<file path="config.mk">
export PLATFORM = sky130hd
export DESIGN_NAME = fetch_pc_unit
export DESIGN_NICKNAME = d
export VERILOG_FILES = /design/src/rtl/fetch_pc_unit_pkg.sv /design/src/rtl/pc_next_sel.sv /design/src/rtl/fetch_pc_unit.sv
export SDC_FILE = /design/constraint.sdc
export NUM_CORES = 1
export LEC_CHECK = 0
export BUFFER_PORTS_ARGS = -buffer_cell sky130_fd_sc_hd__buf_2
export CAP_MARGIN = 20
export CORE_UTILIZATION = 40
export DETAILED_ROUTE_END_ITERATION = 16
export PLACE_DENSITY_LB_ADDON = 0.2
export SKIP_CTS_REPAIR_TIMING = 1
export SLEW_MARGIN = 0
export SYNTH_ARGS = -nofsm -noshare
export SYNTH_HDL_FRONTEND = slang
export SYNTH_HIERARCHICAL = 1
export SYNTH_SLANG_ARGS = --single-unit
</file>
<file path="constraint.sdc">
create_clock -name clk -period 2.6 [get_ports clk]
set_input_delay 0.13 -clock clk [delete_from_list [all_inputs] [get_ports clk]]
set_output_delay 0.13 -clock clk [all_outputs]
set_load 0.05 [all_outputs]
</file>
<file path="src/rtl/fetch_pc_unit_pkg.sv">
// Shared constants and state encoding for the instruction-fetch front end.
package fetch_pc_unit_pkg;

  localparam logic [31:0] RESET_PC_DEFAULT = 32'h0000_0000;
  localparam int          INSTR_W          = 32;

  typedef enum logic {
    FETCH = 1'b0,
    HOLD  = 1'b1
  } state_t;

endpackage

</file>
<file path="src/rtl/pc_next_sel.sv">
// Next-PC priority mux: jump > branch > pending redirect > sequential.
module pc_next_sel
  import fetch_pc_unit_pkg::*;
#(
  parameter int ADDR_W = 32
) (
  input  logic [ADDR_W-1:0] pc,
  input  logic              jump,
  input  logic [25:0]       jump_index,
  input  logic [ADDR_W-1:0] if_pc4,
  input  logic              branch_taken,
  input  logic [ADDR_W-1:0] branch_target,
  input  logic              redir_pend,
  input  logic [ADDR_W-1:0] redir_pc,
  output logic [ADDR_W-1:0] next_pc
);

  logic [ADDR_W-1:0] seq_pc, jmp_pc, brn_pc;

  assign seq_pc = pc + ADDR_W'(4);
  // Jump region comes from the PC+4 of the instruction sitting in decode.
  assign jmp_pc = {if_pc4[ADDR_W-1 -: ADDR_W-28], jump_index, 2'b00};
  assign brn_pc = {branch_target[ADDR_W-1:2], 2'b00};

  always_comb begin
    next_pc = seq_pc;
    if (redir_pend)   next_pc = redir_pc;
    if (branch_taken) next_pc = brn_pc;
    if (jump)         next_pc = jmp_pc;
  end

endmodule

</file>
<file path="src/rtl/fetch_pc_unit.sv">
// Fetch front end: PC register, single-outstanding imem handshake,
// redirect latch and the fetched-instruction output register.
module fetch_pc_unit
  import fetch_pc_unit_pkg::*;
#(
  parameter int                ADDR_W   = 32,
  parameter logic [ADDR_W-1:0] RESET_PC = ADDR_W'(RESET_PC_DEFAULT)
) (
  input  logic               clk,
  input  logic               rst_n,
  output logic               imem_req,
  output logic [ADDR_W-1:0]  imem_addr,
  input  logic               imem_ack,
  input  logic [INSTR_W-1:0] imem_rdata,
  input  logic               branch_taken,
  input  logic [ADDR_W-1:0]  branch_target,
  input  logic               jump,
  input  logic [25:0]        jump_index,
  input  logic               stall,
  output logic               if_valid,
  output logic [INSTR_W-1:0] if_instr,
  output logic [ADDR_W-1:0]  if_pc4
);

  state_t            state, state_nxt;
  logic [ADDR_W-1:0] pc, next_pc, redir_pc;
  logic              redir_pend, ack_fire;

  assign imem_req  = rst_n && (state == FETCH);
  assign imem_addr = pc;
  assign ack_fire  = imem_req && imem_ack;

  pc_next_sel #(.ADDR_W(ADDR_W)) u_sel (
    .pc            (pc),
    .jump          (jump),
    .jump_index    (jump_index),
    .if_pc4        (if_pc4),
    .branch_taken  (branch_taken),
    .branch_target (branch_target),
    .redir_pend    (redir_pend),
    .redir_pc      (redir_pc),
    .next_pc       (next_pc)
  );

  always_comb begin
    state_nxt = state;
    case (state)
      FETCH:   if (ack_fire) state_nxt = HOLD;
      HOLD:    if (!stall)   state_nxt = FETCH;
      default: state_nxt = FETCH;
    endcase
  end

  always_ff @(posedge clk) begin
    if (!rst_n) begin
      state      <= FETCH;
      pc         <= RESET_PC;
      if_valid   <= 1'b0;
      if_instr   <= '0;
      if_pc4     <= '0;
      redir_pend <= 1'b0;
      redir_pc   <= '0;
    end else begin
      state <= state_nxt;
      if (ack_fire) begin
        if_instr   <= imem_rdata;
        if_pc4     <= pc + ADDR_W'(4);
        if_valid   <= 1'b1;
        pc         <= next_pc;
        redir_pend <= 1'b0;
      end else begin
        if (state == HOLD && !stall) if_valid <= 1'b0;
        // With a redirect active the mux output is exactly its target.
        if (jump || branch_taken) begin
          redir_pend <= 1'b1;
          redir_pc   <= next_pc;
        end
      end
    end
  end

endmodule

</file>
==> metrics <==
outcome=finished clean; DR WL/cell=16.5 um; CTS tree=built; PortBufs=191; final setup TNS=0 ns; Clock Sinks=131; CP cell instances=ha_1 > nand4_2 > or4_4 > or4_1 > and3_1 > nand2_1 > a21boi_0; worst vdd ir=0.000541 V; RSZ-0062 raised after global routing=false; row count=47; max_slew headroom=35.4%; final setup skew=0.00511 ns; max cap viols=0; Post-Syn Area per Cell=7.46 um2; DP Wirelength=14700 um; fin crit period=2.39 ns; overall power=5.95 mW; area grow syn2layout=33.9%; Yosys reg bits=131; H-tree Lvls=4; sequential-to-total area share from yosys stat=38.7%; leakage=4.12 nW; Cell Pwr Density=657 nW/um2; Fillers=1631; Final Cycle Share=92.1%; layout net count=1226; layout cells sized above 1=25.1%; final setup vio count=0; EDFF count, synth=0; CP arrival=2.69 ns; Worst EP required=2.89 ns; total global-route track usage=25.3%; Synth area leaders=dfxtp_1 39%, nand2_1 14%, nand3_1 8.2%; Main synth FF type=dfxtp_1; worst skew pair latency=0.42 ns; slowest library cell on the worst path=or4_4; CP max FO=11; Crit path max-delay family=simple AND/OR/NAND/NOR gates; hold_sp=imem_ack; first-pass GRT wire length=34900 um; Cell Count Post-Placement=1296; clock-pin slew on the worst setup and hold paths=0.06 ns; gr ovfl total=0; Num CTS Buffers=17; via count=7465; DRC=0; synth warn=6; Post-Route WL=22500 um; Crit Path Category=reg2reg; Ports=194; Yosys top cell area share=38.7%; Antenna Nets Post-Route=0; Largest stage delay, worst path=0.59 ns; crit end category=register; footprint of the multi-input gates=3820 um2; diode count=0; Synth cell types=61; Chip Width=132 um; area of the core=16600 um2; Post-synth ARST share=0%; total die area=17500 um2; initial antenna violation count=0; post-synthesis cell area=6770 um2; vias per cell=5.48; Mapped Cells=908; Critical Path Source=imem_addr[3]$_SDFFE_PN0P_; routability cong.=0.850; final hold viol count=0; Buf/Inv on CP=0; final-report max-slew violation count=0; Worst Setup Start Kind=register; die height=132 um; vias in the first global route=6614; largest net degree at the start of global routing=93; DRT iter0 DRCs=614; class of the worst hold path=in2reg; Worst-Margin Slew=0.969 ns; final std cells w/o fill=1361; CTS max path bufs=2; Post-Syn Nets=1006; R2R Path Start=imem_addr[3]$_SDFFE_PN0P_; FMAX=0.418 GHz; Initial Utilization=40.8%; Root Driver=clkbuf_16; Synth area leader=dfxtp_1; sequential cell area=2630 um2; TritonRoute pass-1 iters=5
==> cell usage after synthesis (4+ instances only) <==
| master | n |
|---|---|
| nor3_1 | 14 |
| dfxtp_1 | 131 |
| buf_1 | 7 |
| nand3_1 | 111 |
| nand2_1 | 254 |
| nand3b_1 | 5 |
| inv_1 | 10 |
| o31ai_1 | 7 |
| clkbuf_1 | 58 |
| a22oi_1 | 10 |
| nand4_1 | 14 |
| o22ai_1 | 7 |
| and3_1 | 8 |
| or4_1 | 10 |
| o21a_1 | 9 |
| a21oi_1 | 12 |
| mux2i_1 | 4 |
| or3_1 | 6 |
| a221o_1 | 11 |
| o211a_1 | 4 |
| o211ai_1 | 7 |
| xnor2_1 | 16 |
| nand2b_1 | 6 |
| and4_1 | 5 |
| o311a_1 | 4 |
| nor2_1 | 27 |
| nor4_1 | 16 |
| a21boi_0 | 35 |
| o311ai_0 | 4 |
| o21ai_0 | 36 |
| a31oi_1 | 6 |
| xor2_1 | 5 |
==> routing by layer <==
metal	share of wire (%)	routed length, um	up-vias	GRT usage [%]
li1	-	-	3667	-
met1	44	9990	3444	33.7
met2	45	10200	302	39.7
met3	7.4	1660	52	5.65
met4	2.6	591	0	9.95
met5	0	0	-	0
==> through the flow <==
| stage | hold slack, ns | instance area (um2) | worst slack, ns | util [%] |
|---|---|---|---|---|
| 2_1_floorplan | 0.229 | 6780 | 0.0245 | - |
| 3_3_place_gp | 0.313 | 8100 | 0.287 | 48.8 |
| 6_report | 0.0562 | 9060 | 0.206 | 54.7 |
| 3_5_place_dp | 0.316 | 8100 | 0.232 | 48.8 |
| 5_1_grt | 0.0808 | 9060 | 0.0600 | 54.7 |
| 4_1_cts | -0.123 | 8730 | 0.213 | 52.6 |
==> state kept, by name (all words and copies together), names as in the netlist <==
signal      count
if_instr       32
if_pc4         32
if_valid        1
imem_addr      32
redir_pc       32
redir_pend      1
state           1
==> final timing paths <==
| path | cells after the start | slack (ns) | to |
|---|---|---|---|
| worst max register to register | 7 | 0.21 | redir_pc[28]$_SDFFE_PN0P_ |
| worst max-delay path | 7 | 0.21 | redir_pc[28]$_SDFFE_PN0P_ |
| worst min register to register | 2 | 0.45 | if_instr[20]$_SDFFE_PN0P_ |
| worst min-delay path | 3 | 0.06 | state$_SDFF_PN0_ |
==> power breakdown <==
part	total, mW	switching [mW]	internal (mW)
clock network	2.55	0.875	1.68
registers	2.23	0.0926	2.14
logic	1.17	0.799	0.367
total	5.95	1.77	4.18
==> cell families after synthesis <==
logic type,Yosys count,share of synthesized area (%)
muxes,4,0.591
and+or+nand+nor,493,34.1
DFF,131,38.7
AOI/OAI and AO/OA,175,18.6
buffers and inverters,82,4.95
adders and majority gates,2,0.369
xor gates and xnor gates,21,2.72
==> layout make-up <==
class | instances | share of cell area (%)
Multi-Input combinational cell | 695 | 42.2
Clock buffer | 23 | 5.27
Timing Repair Buffer | 273 | 18.4
Tap cell | 220 | 3.04
Sequential cell | 131 | 29.0
Inverter | 10 | 0.414
Clock inverter | 9 | 1.67
==> worst register-to-register path, cell delays in order, from the launching register on <==
cell and delay [ns]:
dfxtp_2 0.44, ha_1 0.28, nand4_2 0.14, or4_4 0.59
or4_1 0.49, and3_1 0.20, nand2_1 0.05, a21boi_0 0.08
==> layout by cell type (no fill, tap or decap), types with 17 or more instances in the layout <==
master | synthesis | final
a21boi_0 | 35 | 35
buf_2 | 3 | 190
dlygate4sd3_1 | 0 | 33
nand2_1 | 254 | 254
clkbuf_16 | 0 | 17
nand3_1 | 111 | 111
nor2_1 | 27 | 26
dfxtp_1 | 131 | 127
o21ai_0 | 36 | 36
buf_4 | 0 | 49
(Power assumes the default switching activity.)
